### src/rtl/fp_operand_skid_stage_if.sv
// Operand handshake bundle for the FP adder front-end register stage.
// The master drives operations in and consumes them out; the slave is the stage itself.
interface fp_operand_skid_stage_if #(
    parameter int WIDTH = 32,
    parameter int TAG_W = 4
);
    logic             in_valid;
    logic             in_ready;
    logic [WIDTH-1:0] A_in;
    logic [WIDTH-1:0] B_in;
    logic             A_S_in;
    logic [TAG_W-1:0] tag_in;

    logic             out_valid;
    logic             out_ready;
    logic [WIDTH-1:0] A_out;
    logic [WIDTH-1:0] B_out;
    logic             A_S_out;
    logic [TAG_W-1:0] tag_out;

    modport master (
        output in_valid, A_in, B_in, A_S_in, tag_in, out_ready,
        input  in_ready, out_valid, A_out, B_out, A_S_out, tag_out
    );

    modport slave (
        input  in_valid, A_in, B_in, A_S_in, tag_in, out_ready,
        output in_ready, out_valid, A_out, B_out, A_S_out, tag_out
    );
endinterface

### src/rtl/fp_operand_skid_stage.sv
// Registered operand stage with a 2-entry skid buffer feeding the FP adder datapath.
// Handshake outputs decode straight from the state register so no ready/valid path is combinational.
module fp_operand_skid_stage #(
    parameter int WIDTH = 32,
    parameter int TAG_W = 4
) (
    input  logic                   clk,
    input  logic                   reset,
    input  logic                   flush,
    fp_operand_skid_stage_if.slave bus
);
    localparam int DW = 2 * WIDTH + 1 + TAG_W;

    typedef enum logic [1:0] {
        EMPTY = 2'b00,
        BUSY  = 2'b01,
        FULL  = 2'b10
    } state_t;

    state_t          state_q;
    state_t          state_d;
    logic [DW-1:0]   main_q;
    logic [DW-1:0]   skid_q;
    logic [DW-1:0]   in_word;
    logic            in_ready_int;
    logic            out_valid_int;
    logic            in_fire;
    logic            out_fire;
    logic            load_main_in;
    logic            load_main_skid;
    logic            load_skid;

    assign in_ready_int  = (state_q == EMPTY) || (state_q == BUSY);
    assign out_valid_int = (state_q == BUSY) || (state_q == FULL);

    assign in_fire  = bus.in_valid & in_ready_int;
    assign out_fire = out_valid_int & bus.out_ready;

    assign in_word = {bus.A_in, bus.B_in, bus.A_S_in, bus.tag_in};

    assign bus.in_ready  = in_ready_int;
    assign bus.out_valid = out_valid_int;
    assign {bus.A_out, bus.B_out, bus.A_S_out, bus.tag_out} = main_q;

    // Flush voids both handshakes, so no load strobe may fire in that cycle.
    always_comb begin
        state_d        = state_q;
        load_main_in   = 1'b0;
        load_main_skid = 1'b0;
        load_skid      = 1'b0;
        if (flush) begin
            state_d = EMPTY;
        end else begin
            unique case (state_q)
                EMPTY: begin
                    if (in_fire) begin
                        load_main_in = 1'b1;
                        state_d      = BUSY;
                    end
                end
                BUSY: begin
                    if (in_fire && out_fire) begin
                        load_main_in = 1'b1;
                    end else if (in_fire) begin
                        load_skid = 1'b1;
                        state_d   = FULL;
                    end else if (out_fire) begin
                        state_d = EMPTY;
                    end
                end
                FULL: begin
                    if (out_fire) begin
                        load_main_skid = 1'b1;
                        state_d        = BUSY;
                    end
                end
                default: begin
                    state_d = EMPTY;
                end
            endcase
        end
    end

    always_ff @(posedge clk) begin
        if (reset) begin
            state_q <= EMPTY;
            main_q  <= '0;
            skid_q  <= '0;
        end else begin
            state_q <= state_d;
            if (load_main_in) begin
                main_q <= in_word;
            end else if (load_main_skid) begin
                main_q <= skid_q;
            end
            if (load_skid) begin
                skid_q <= in_word;
            end
        end
    end
endmodule

### src/flat_wrapper.sv
// flat-port wrapper written by rule: the top's interface ports become plain ports
module fp_operand_skid_stage_flat 
#(
    parameter int WIDTH = 32,
    parameter int TAG_W = 4
)
  (clk, reset, flush, bus_in_valid, bus_A_in, bus_B_in, bus_A_S_in, bus_tag_in, bus_out_ready, bus_in_ready, bus_out_valid, bus_A_out, bus_B_out, bus_A_S_out, bus_tag_out);
  fp_operand_skid_stage_if #(.WIDTH(WIDTH), .TAG_W(TAG_W)) bus_i ();
  input  logic clk;
  input  logic reset;
  input  logic flush;
  input wire logic [$bits(bus_i.in_valid)-1:0] bus_in_valid;
  input wire logic [$bits(bus_i.A_in)-1:0] bus_A_in;
  input wire logic [$bits(bus_i.B_in)-1:0] bus_B_in;
  input wire logic [$bits(bus_i.A_S_in)-1:0] bus_A_S_in;
  input wire logic [$bits(bus_i.tag_in)-1:0] bus_tag_in;
  input wire logic [$bits(bus_i.out_ready)-1:0] bus_out_ready;
  output wire logic [$bits(bus_i.in_ready)-1:0] bus_in_ready;
  output wire logic [$bits(bus_i.out_valid)-1:0] bus_out_valid;
  output wire logic [$bits(bus_i.A_out)-1:0] bus_A_out;
  output wire logic [$bits(bus_i.B_out)-1:0] bus_B_out;
  output wire logic [$bits(bus_i.A_S_out)-1:0] bus_A_S_out;
  output wire logic [$bits(bus_i.tag_out)-1:0] bus_tag_out;
  assign bus_i.in_valid = bus_in_valid;
  assign bus_i.A_in = bus_A_in;
  assign bus_i.B_in = bus_B_in;
  assign bus_i.A_S_in = bus_A_S_in;
  assign bus_i.tag_in = bus_tag_in;
  assign bus_i.out_ready = bus_out_ready;
  assign bus_in_ready = bus_i.in_ready;
  assign bus_out_valid = bus_i.out_valid;
  assign bus_A_out = bus_i.A_out;
  assign bus_B_out = bus_i.B_out;
  assign bus_A_S_out = bus_i.A_S_out;
  assign bus_tag_out = bus_i.tag_out;
  fp_operand_skid_stage #(.WIDTH(WIDTH), .TAG_W(TAG_W)) u_core (.clk(clk), .reset(reset), .flush(flush), .bus(bus_i));
endmodule
### config.mk
export PLATFORM = sky130hd
export DESIGN_NAME = fp_operand_skid_stage_flat
export DESIGN_NICKNAME = d
export VERILOG_FILES = /design/src/rtl/fp_operand_skid_stage_if.sv /design/src/rtl/fp_operand_skid_stage.sv /design/src/flat_wrapper.sv
export SDC_FILE = /design/constraint.sdc
export NUM_CORES = 1
export LEC_CHECK = 0
export CORE_ASPECT_RATIO = 0.5
export CORE_UTILIZATION = 30
export DETAILED_ROUTE_END_ITERATION = 8
export HOLD_SLACK_MARGIN = 0.15
export MAX_ROUTING_LAYER = met4
export PLACE_DENSITY = 0.5
export RECOVER_POWER = 100
export REMOVE_ABC_BUFFERS = 1
export SLEW_MARGIN = 20
export SYNTH_ARGS = -nofsm -noshare
export SYNTH_HDL_FRONTEND = slang
export SYNTH_SLANG_ARGS = --single-unit
### constraint.sdc
create_clock -name clk -period 3.9 [get_ports clk]
set_input_delay 0.585 -clock clk [delete_from_list [all_inputs] [get_ports clk]]
set_output_delay 0.585 -clock clk [all_outputs]
set_load 0.02 [all_outputs]
==> impl_metrics.toml <==
[clock_tree]
post_cts_buffers = 0
htree_num_levels = 4
holdBufCountCts = 0
insertion_delay_ps = 410
path_clk_slew_ps = 60
clock_path_buffers = 2
cts.sinks = 140
cts_tree = "done"
cts_made_buffers = 17
cts_resized = 0
clockRootBuffer = "clkbuf_16"

[outcome]
outcome = "completed"

[logic_synthesis]
ys_seq_area_share_pct = 49.9
netlist_instances = 636
yosysTopAreaCell = "dfxtp_1"
netlist_area_um2 = 5610
synthTopCellsByArea = "dfxtp_1 (50%), mux2i_1 (12%), nand2_1 (9.4%)"
synth_top_flop_cell = "dfxtp_1"
synthTopCellsByCount = "dfxtp_1 (140), nand2_1 (140), nor2_1 (71)"
ys_warn_count = 0
synthArstFlopShare_pct = 0
syn-mean-instance-area_um2 = 8.82
synth_top_area_share_pct = 49.9
ys_seq_elements = 140
synth_edf_count = 0
ys_types = 26

[finish]
final_core_util_pct = 44.0
fin_nets = 835
syn2layout_area_growth_pct = 39.9
nFillCells = 1732
drive_gt1_share_pct = 5.33
n_antenna_cell = 0

[routing]
ant_nets = 0
vias = 4704
wire_per_inst_um = 14.8
drt_wl_total_mm = 14.8
drt_pass1_iterations = 4
drc_errors = 0
drtIter0Drc = 214
via_per_inst = 4.69

[placed_design]
place.gp.congestion = 0.696
numPortBuffers = 144
dp_hpwl_mm = 9.49
place_ws_ps = 1110

[critical_path]
worstPathMaxFanout = 13
r2r_slack_ps = 1120
crit_type = "reg2reg"
timing.rr.start = "u_core.state_q[0]"
required_ps = 4210
endpoint_kind = "register"
crit_path_end = "u_core.main_q[14]"
r2r-end = "u_core.main_q[14]"
critPathLaunchType = "register"
cp.arrival_ps = 3090
setup.worst_path.start = "u_core.state_q[0]"
r2r_cells = 6

[sta]
relSlewSlack_pct = 15.0
clock_skew_ps = 6.65
max_freq_mhz = 360
rsz0062_at_grt = "no"
setup_viol = 0
slew_violations = 0
post-route-worst-setup-slack_ps = 1120
tightest_slew_ps = 1280
finalSetupTns_ps = 0
hold_viol_final = 0
hold_slack_ps = 452
finalCriticalPeriod_ps = 2780
min_period_over_period_pct = 71.3

[die]
dieHeight_um = 98.7
die_x_um = 195
coreArea_um2 = 17800
rows = 34
ioPinCount = 145
dieArea_um2 = 19300
initial_core_util_pct = 31.5

[grt]
grt_start_max_net_pins = 91
grt_pass1_wl_mm = 24.3
track_usage_pct = 16.4
gr-total-overflow = 0
grt_pass1_vias = 4704
antenna_found_initial = 0

[pwr]
p_leak_nw = 3.36
ir_drop_v = 0.000289
power_density_nw_per_um2 = 472

[run]
drv_cap = 0

[worst_hold_path]
hold_class = "reg2reg"
flip-flops by register name (all words and copies together) (netlist names):
signal / cells
u_core.state_q: 2
u_core.main_q: 69
u_core.skid_q: 69
cells by family after synthesis:
| kind of cell | synth area share (%) |
|---|---|
| AOI/OAI and AO/OA | 16.3 |
| adders and majority gates | 1.11 |
| buffers and inverters | 5.02 |
| DFF | 49.9 |
| muxes | 12.3 |
| and+or+nand+nor | 15.3 |
cell type report:
type                    instances  area (um^2)  area share [%]
inverters                       2         7.51          0.0956
repair buffers                155         1560            19.8
clock buffers                  20          447            5.69
flip-flops and latches        140         2800            35.7
clock inverters                12          194            2.47
multi-input cells             440         2550            32.5
well taps                     234          293            3.73
cell usage in the layout, fill, tap and decap left out, types with 2 or more instances in the layout:
cell type and instances:
a211oi_1 69, a21oi_1 70, buf_12 4, buf_4 4
bufinv_16 5, clkbuf_1 5, clkbuf_16 17, clkdlybuf4s50_1 72
clkinv_2 4, clkinvlp_4 2, dfxtp_1 140, dlygate4sd3_1 71
ha_1 5, inv_1 2, mux2i_1 69, nand2_1 140
nor2_1 71, nor2b_1 2, o21ai_0 2
where the power goes:
| part | switching, mW | total [mW] | internal [mW] |
|---|---|---|---|
| Sequential | 0.0331 | 1.53 | 1.49 |
| Clock | 0.612 | 1.76 | 1.15 |
| Combinational | 0.221 | 0.419 | 0.197 |
| Total | 0.866 | 3.71 | 2.84 |
metrics by stage:
step                      area (um^2)  instances  power, mW
after global placement           7240        971       2.00
final                            7850       1003       3.71
after CTS                        7880       1003       3.78
after floorplan                  5340        582       1.75
after detailed placement         7240        971       2.00
after global routing             7850       1003       3.87
how the worst min path moves through the flow:
stage / startpoint / endpoint / cells after the start
floorplan: u_core.skid_q[0] / u_core.skid_q[0] / 2
global placement: u_core.skid_q[17] / u_core.skid_q[17] / 2
detailed placement: u_core.skid_q[45] / u_core.skid_q[45] / 2
CTS: u_core.skid_q[45] / u_core.skid_q[45] / 2
global route: u_core.skid_q[20] / u_core.skid_q[20] / 2
finish: u_core.skid_q[64] / u_core.skid_q[64] / 2
critical path: stages, from the launching register on:
cell and delay (ps):
dfxtp_1 400, inv_1 80, ha_1 390, nand4b_1 550, clkbuf_1 810, mux2i_1 170, a211oi_1 270
routing by layer:
metal | up-vias | routed length, um | GRT usage [%]
met5 | - | 0 | -
met4 | 0 | 110 | 5.09
met3 | 9 | 423 | 3.32
met2 | 63 | 7170 | 26.5
met1 | 2209 | 7140 | 20.6
li1 | 2423 | - | -
Power figures use the tool's default switching activity.
